<file path="config.mk">
export PLATFORM = sky130hd
export DESIGN_NAME = instr_encoder_loader
export DESIGN_NICKNAME = d
export VERILOG_FILES = /design/src/rtl/instr_encoder_loader.sv
export SDC_FILE = /design/constraint.sdc
export NUM_CORES = 1
export LEC_CHECK = 0
export ABC_AREA = 1
export BUFFER_PORTS_ARGS = -buffer_cell sky130_fd_sc_hd__buf_2
export CAP_MARGIN = 30
export CORE_UTILIZATION = 58
export CTS_CLUSTER_SIZE = 8
export DETAILED_ROUTE_END_ITERATION = 10
export PLACE_DENSITY = 0.88
export SLEW_MARGIN = 25
export SYNTH_ARGS = -nofsm -noshare
export SYNTH_HDL_FRONTEND = slang
export SYNTH_SLANG_ARGS = --single-unit
</file>
<file path="constraint.sdc">
create_clock -name clk_i -period 5.06 [get_ports clk_i]
set_clock_uncertainty 0.05 [all_clocks]
set_input_delay 0.759 -clock clk_i [delete_from_list [all_inputs] [get_ports clk_i]]
set_output_delay 0.759 -clock clk_i [all_outputs]
set_load 0.03 [all_outputs]
</file>
<file path="src/rtl/instr_encoder_loader.sv">
// rtl/instr_encoder_loader.sv - packs symbolic micro-ops into 16-bit words and loads them into instruction memory
// Optional INSTR_ENC_CKSUM_EN adds cksum_o, a running XOR of every word written.
module instr_encoder_loader #(
  parameter int AW = 8
) (
  input  logic          clk_i,
  input  logic          rst_n_i,
  input  logic          start_i,
  input  logic          finish_i,
  input  logic          in_valid_i,
  output logic          in_ready_o,
  input  logic [3:0]    mnem_i,
  input  logic [2:0]    dr_i,
  input  logic [2:0]    sa_i,
  input  logic [2:0]    sb_i,
  input  logic [5:0]    imm_i,
  output logic          imem_we_o,
  output logic [AW-1:0] imem_addr_o,
  output logic [15:0]   imem_wdata_o,
  output logic          busy_o,
  output logic          done_o,
  output logic          err_o,
`ifdef INSTR_ENC_CKSUM_EN
  output logic [15:0]   cksum_o,
`endif
  output logic [AW:0]   count_o
);

  typedef enum logic [1:0] {S_IDLE, S_LOAD, S_SEAL, S_DONE} state_t;

  state_t        state_q, state_d;
  logic [AW-1:0] wr_ptr_q, wr_ptr_d;
  logic [AW:0]   count_q, count_d;
  logic          err_q, err_d;
  logic          we_q, we_d;
  logic [AW-1:0] addr_q, addr_d;
  logic [15:0]   wdata_q, wdata_d;
  logic [15:0]   cksum_q, cksum_d;
  logic          handshake;
  logic          legal;
  logic [15:0]   enc_word;

  function automatic logic [15:0] encode(input logic [3:0] m, input logic [2:0] dr,
                                         input logic [2:0] sa, input logic [2:0] sb,
                                         input logic [5:0] imm);
    logic [15:0] w;
    case (m)
      4'd0:    w = 16'h0000;
      4'd1:    w = 16'h0001;
      4'd2:    w = {4'h2, sa, dr, imm};
      4'd3:    w = {4'h4, sa, sb, imm};
      4'd4:    w = {4'h5, sa, dr, imm};
      4'd5:    w = {4'h6, sa, dr, imm};
      4'd6:    w = {4'h7, sa, dr, imm};
      4'd7:    w = {4'hF, sa, sb, dr, 3'd0};
      4'd8:    w = {4'hF, sa, sb, dr, 3'd1};
      // shifts carry no second register operand
      4'd9:    w = {4'hF, sa, 3'd0, dr, 3'd2};
      4'd10:   w = {4'hF, sa, 3'd0, dr, 3'd3};
      4'd11:   w = {4'hF, sa, 3'd0, dr, 3'd4};
      4'd12:   w = {4'hF, sa, sb, dr, 3'd5};
      4'd13:   w = {4'hF, sa, sb, dr, 3'd6};
      default: w = 16'h0000;
    endcase
    return w;
  endfunction

  // last slot stays free so FINISH can always seal with HALT
  assign in_ready_o = (state_q == S_LOAD) && (wr_ptr_q != {AW{1'b1}});
  assign handshake  = in_valid_i && in_ready_o;
  assign legal      = (mnem_i <= 4'd13);
  assign enc_word   = encode(mnem_i, dr_i, sa_i, sb_i, imm_i);

  always_comb begin
    state_d  = state_q;
    wr_ptr_d = wr_ptr_q;
    count_d  = count_q;
    err_d    = err_q;
    we_d     = 1'b0;
    addr_d   = addr_q;
    wdata_d  = wdata_q;
    cksum_d  = cksum_q;
    case (state_q)
      S_IDLE, S_DONE: begin
        if (start_i) begin
          state_d  = S_LOAD;
          wr_ptr_d = '0;
          count_d  = '0;
          err_d    = 1'b0;
          cksum_d  = 16'h0000;
        end
      end
      S_LOAD: begin
        if (handshake) begin
          if (legal) begin
            we_d     = 1'b1;
            addr_d   = wr_ptr_q;
            wdata_d  = enc_word;
            wr_ptr_d = wr_ptr_q + AW'(1);
            count_d  = count_q + (AW+1)'(1);
            cksum_d  = cksum_q ^ enc_word;
          end else begin
            err_d = 1'b1;
          end
        end
        if (finish_i) state_d = S_SEAL;
      end
      S_SEAL: begin
        we_d    = 1'b1;
        addr_d  = wr_ptr_q;
        wdata_d = 16'h0001;
        count_d = count_q + (AW+1)'(1);
        cksum_d = cksum_q ^ 16'h0001;
        state_d = S_DONE;
      end
      default: state_d = S_IDLE;
    endcase
  end

  always_ff @(posedge clk_i or negedge rst_n_i) begin
    if (!rst_n_i) begin
      state_q  <= S_IDLE;
      wr_ptr_q <= '0;
      count_q  <= '0;
      err_q    <= 1'b0;
      we_q     <= 1'b0;
      addr_q   <= '0;
      wdata_q  <= 16'h0000;
      cksum_q  <= 16'h0000;
    end else begin
      state_q  <= state_d;
      wr_ptr_q <= wr_ptr_d;
      count_q  <= count_d;
      err_q    <= err_d;
      we_q     <= we_d;
      addr_q   <= addr_d;
      wdata_q  <= wdata_d;
      cksum_q  <= cksum_d;
    end
  end

  assign imem_we_o    = we_q;
  assign imem_addr_o  = addr_q;
  assign imem_wdata_o = wdata_q;
  assign busy_o       = (state_q == S_LOAD) || (state_q == S_SEAL);
  assign done_o       = (state_q == S_DONE);
  assign err_o        = err_q;
  assign count_o      = count_q;
`ifdef INSTR_ENC_CKSUM_EN
  assign cksum_o      = cksum_q;
`else
  logic unused_cksum;
  assign unused_cksum = ^cksum_q;
`endif

endmodule

</file>
==> reports/summary.json <==
{
  "status": "finished clean",
  "num_rows": 24,
  "unrepaired_setup_endpoints_after_global_routing": "no",
  "power_mw": 1.568,
  "antenna_found_initial": 0,
  "cts.sinks": 45,
  "detailroute.via_count": 2466,
  "dp.final_hpwl_mm": 4.177,
  "drv.max_cap_violation_count": 0,
  "p_leak_nw": 1.717,
  "synth_area_leader_cell": "sky130_fd_sc_hd__dfrtp_1",
  "clk-insertion-delay-late_ns": 0.30,
  "final_max_slew_viol_count": 0,
  "grt.overflow.total": 0,
  "timing.slew.headroom_pct": 60.41,
  "holdBufCountCts": 0,
  "cp_max_fo": 10,
  "critPathCaptureType": "output port",
  "grt_use_met3_pct": 4.797,
  "count_of_distinct_cell_types_in_the_synthesized_netlist": 25,
  "syn_avg_cell_area_um2": 7.127,
  "die_height_um": 69.34,
  "internal-power_uw": 767.7,
  "worst_hold_path_type": "primary input to asynchronous set/reset pin",
  "final_hold_viol_count": 0,
  "share_comb_of_total_power_pct": 53.8,
  "detailedRoute.firstPassIterationCount": 4,
  "synth_edf_count": 0,
  "fmax_ghz": 0.3793,
  "drt-vias-per-instance": 5.106,
  "async_flop_share_pct": 100.0,
  "p_clk_share_pct": 13.7,
  "place_worst_setup_slack_ns": 2.741,
  "r2r_cells": 8,
  "vdd_drop_max_v": 0.0003232,
  "areaGrowthSynthToFinish_pct": 14.70,
  "period_needed_ns": 2.636,
  "sequential_cell_area_um2": 1126,
  "fillers": 379,
  "postSynth.topFlopCell": "sky130_fd_sc_hd__dfrtp_1",
  "cts_buffer_depth": 2,
  "cts.clk_slew.worst_paths_ns": 0.08,
  "postSynthCellCount": 369,
  "starting_drc_count_in_detailed_routing": 152,
  "ys_seq_elements": 45,
  "detail_route.drc_violations": 0,
  "coreArea_um2": 4354,
  "post_place_cells": 475,
  "p_per_area_nw_per_um2": 519.7,
  "cts_made_buffers": 5,
  "instances_no_fill": 483,
  "vias_in_the_first_global_route": 2328,
  "timing.rr.start": "state_q[1]",
  "power_switching_share_pct": 51.03,
  "ys_seq_area_share_pct": 42.82,
  "post_cts_buffers": 0,
  "synth_fp_nets": 399,
  "cts_resized": 0,
  "worstPathRequired_ns": 4.25,
  "dpl-instance-area_um2": 2930,
  "synth_area_um2": 2630,
  "i_o_pin_total": 62,
  "cts-root-buf": "sky130_fd_sc_hd__clkbuf_8",
  "worst_pin_slew_ns": 0.5917,
  "fin_ws_ns": 2.424,
  "route.final.wire_length_mm": 5.660,
  "use_met2_pct": 41.86,
  "tritoncts_clock_tree": "built",
  "grt_util_all_layers_pct": 25.61,
  "critical_path_class": "flip-flop to output port",
  "critical_path_arrival_ns": 1.83,
  "multi_input_comb_area_um2": 1336,
  "drt-wirelength-per-cell_um": 11.72,
  "layout-drive-gt1-share_pct": 20.65,
  "crit-reg2reg-capture": "imem_wdata_o[13]",
  "globalRouteMet1Util_pct": 33.40,
  "postRouteAntennaNets": 0,
  "setup_violations": 0,
  "timing.final.crit_share_pct": 52.10,
  "dieArea_um2": 4808,
  "synthTopCellsByArea": "sky130_fd_sc_hd__dfrtp_1 (43%), sky130_fd_sc_hd__nand2_1 (25%), sky130_fd_sc_hd__nand3_1 (5.1%), sky130_fd_sc_hd__nor2_1 (5.0%), sky130_fd_sc_hd__ha_1 (2.9%)",
  "wire_length_of_the_first_global_routing_pass_mm": 10.08,
  "pin_count_of_the_biggest_net_entering_global_routing": 46,
  "fin_setup_tns_ns": 0,
  "global_route.peak_usage_layer": "met2",
  "layout_cell_area_excl_fill_um2": 3017,
  "switching_pwr_uw": 800.1,
  "cp-start-kind": "flip-flop",
  "n_antenna_cell": 0,
  "ctsHtreeMaxLevel": 2,
  "synth.top_cells.by_count": "sky130_fd_sc_hd__nand2_1 (174), sky130_fd_sc_hd__dfrtp_1 (45), sky130_fd_sc_hd__nor2_1 (35), sky130_fd_sc_hd__nand3_1 (27), sky130_fd_sc_hd__inv_1 (18)",
  "synth.most_common_cell": "sky130_fd_sc_hd__nand2_1",
  "design.final.nets": 460,
  "port_buffer_count": 61,
  "die_w_um": 69.34,
  "setup_slack_on_the_worst_flop_to_flop_path_ns": 3.05,
  "synth-warning-count": 0,
  "seq_power_share_pct": 32.5,
  "globalplace.congestion": 0.8888,
  "start_util_pct": 60.40,
  "synthDominantCellAreaShare_pct": 42.82
}
[area by class of cell]
cell class                      count  area share (%)
Inverter                           25           3.235
Multi-Input combinational cell    292           44.30
Clock buffer                        7           2.530
Tap cell                           52           2.157
Sequential cell                    45           37.33
Timing Repair Buffer               61           10.20
Clock inverter                      1          0.2489
[worst max-delay path by stage]
stage	startpoint	endpoint	slack, ns
floorplan	state_q[1]	in_ready_o	2.90
CTS	state_q[1]	in_ready_o	2.40
finish	state_q[1]	in_ready_o	2.42
global placement	state_q[1]	in_ready_o	2.79
global route	state_q[1]	in_ready_o	2.23
detailed placement	state_q[1]	in_ready_o	2.74
[metrics by stage]
| stage | util [%] | hold WS (ns) |
|---|---|---|
| floorplan | - | 0.4134 |
| global placement | 67.30 | 0.3980 |
| detailed placement | 67.30 | 0.4036 |
| CTS | 69.22 | 0.4242 |
| global route | 69.28 | 0.4348 |
| finish | 69.28 | 0.3994 |
[cell usage in the layout, fill, tap and decap left out, drive strengths merged]
master,Yosys,final
ha,6,6
nor2,40,40
o21bai,1,1
nand2,180,180
a21oi,13,13
dfrtp,45,45
buf,7,61
clkbuf,0,7
o21ai,11,11
nand3,30,30
nand4,11,11
inv,23,23
clkinv,2,2
clkinvlp,0,1
[cell families (layout without fill, tap and decap cells)]
kind of cell	after synthesis	in the layout	synth area share, %
adders and majority gates	6	6	2.854
AOI/OAI and AO/OA	25	25	4.995
buffers and inverters	32	94	6.374
and+or+nand+nor	261	261	42.96
DFF	45	45	42.82
[flip-flops by register name, indices dropped and copies added, names as in the netlist]
name / flops
wr_ptr_q: 8
count_o: 9
state_q: 2
err_o: 1
imem_we_o: 1
imem_addr_o: 8
imem_wdata_o: 16
[power groups by stage]
| stage | registers, mW | logic [mW] | clock network (mW) |
|---|---|---|---|
| finish | 0.509 | 0.844 | 0.215 |
| global route | 0.519 | 0.944 | 0.233 |
| CTS | 0.508 | 0.849 | 0.220 |
| detailed placement | 0.515 | 0.846 | 0 |
| global placement | 0.511 | 0.829 | 0 |
| floorplan | 0.654 | 0.535 | 0 |
[worst max-delay path, stage by stage, from the launching register on]
cell and delay [ns]:
sky130_fd_sc_hd__dfrtp_1 0.41, sky130_fd_sc_hd__inv_1 0.09, sky130_fd_sc_hd__ha_1 0.41, sky130_fd_sc_hd__clkinv_2 0.24, sky130_fd_sc_hd__a21oi_1 0.17, sky130_fd_sc_hd__buf_2 0.21
[metal layers]
metal	part of all wire (%)	routed length, µm
met5	0	0
met3	4.1	231
met2	47	2658
met1	47	2641
met4	2.3	129
Power figures use the tool's default switching activity.
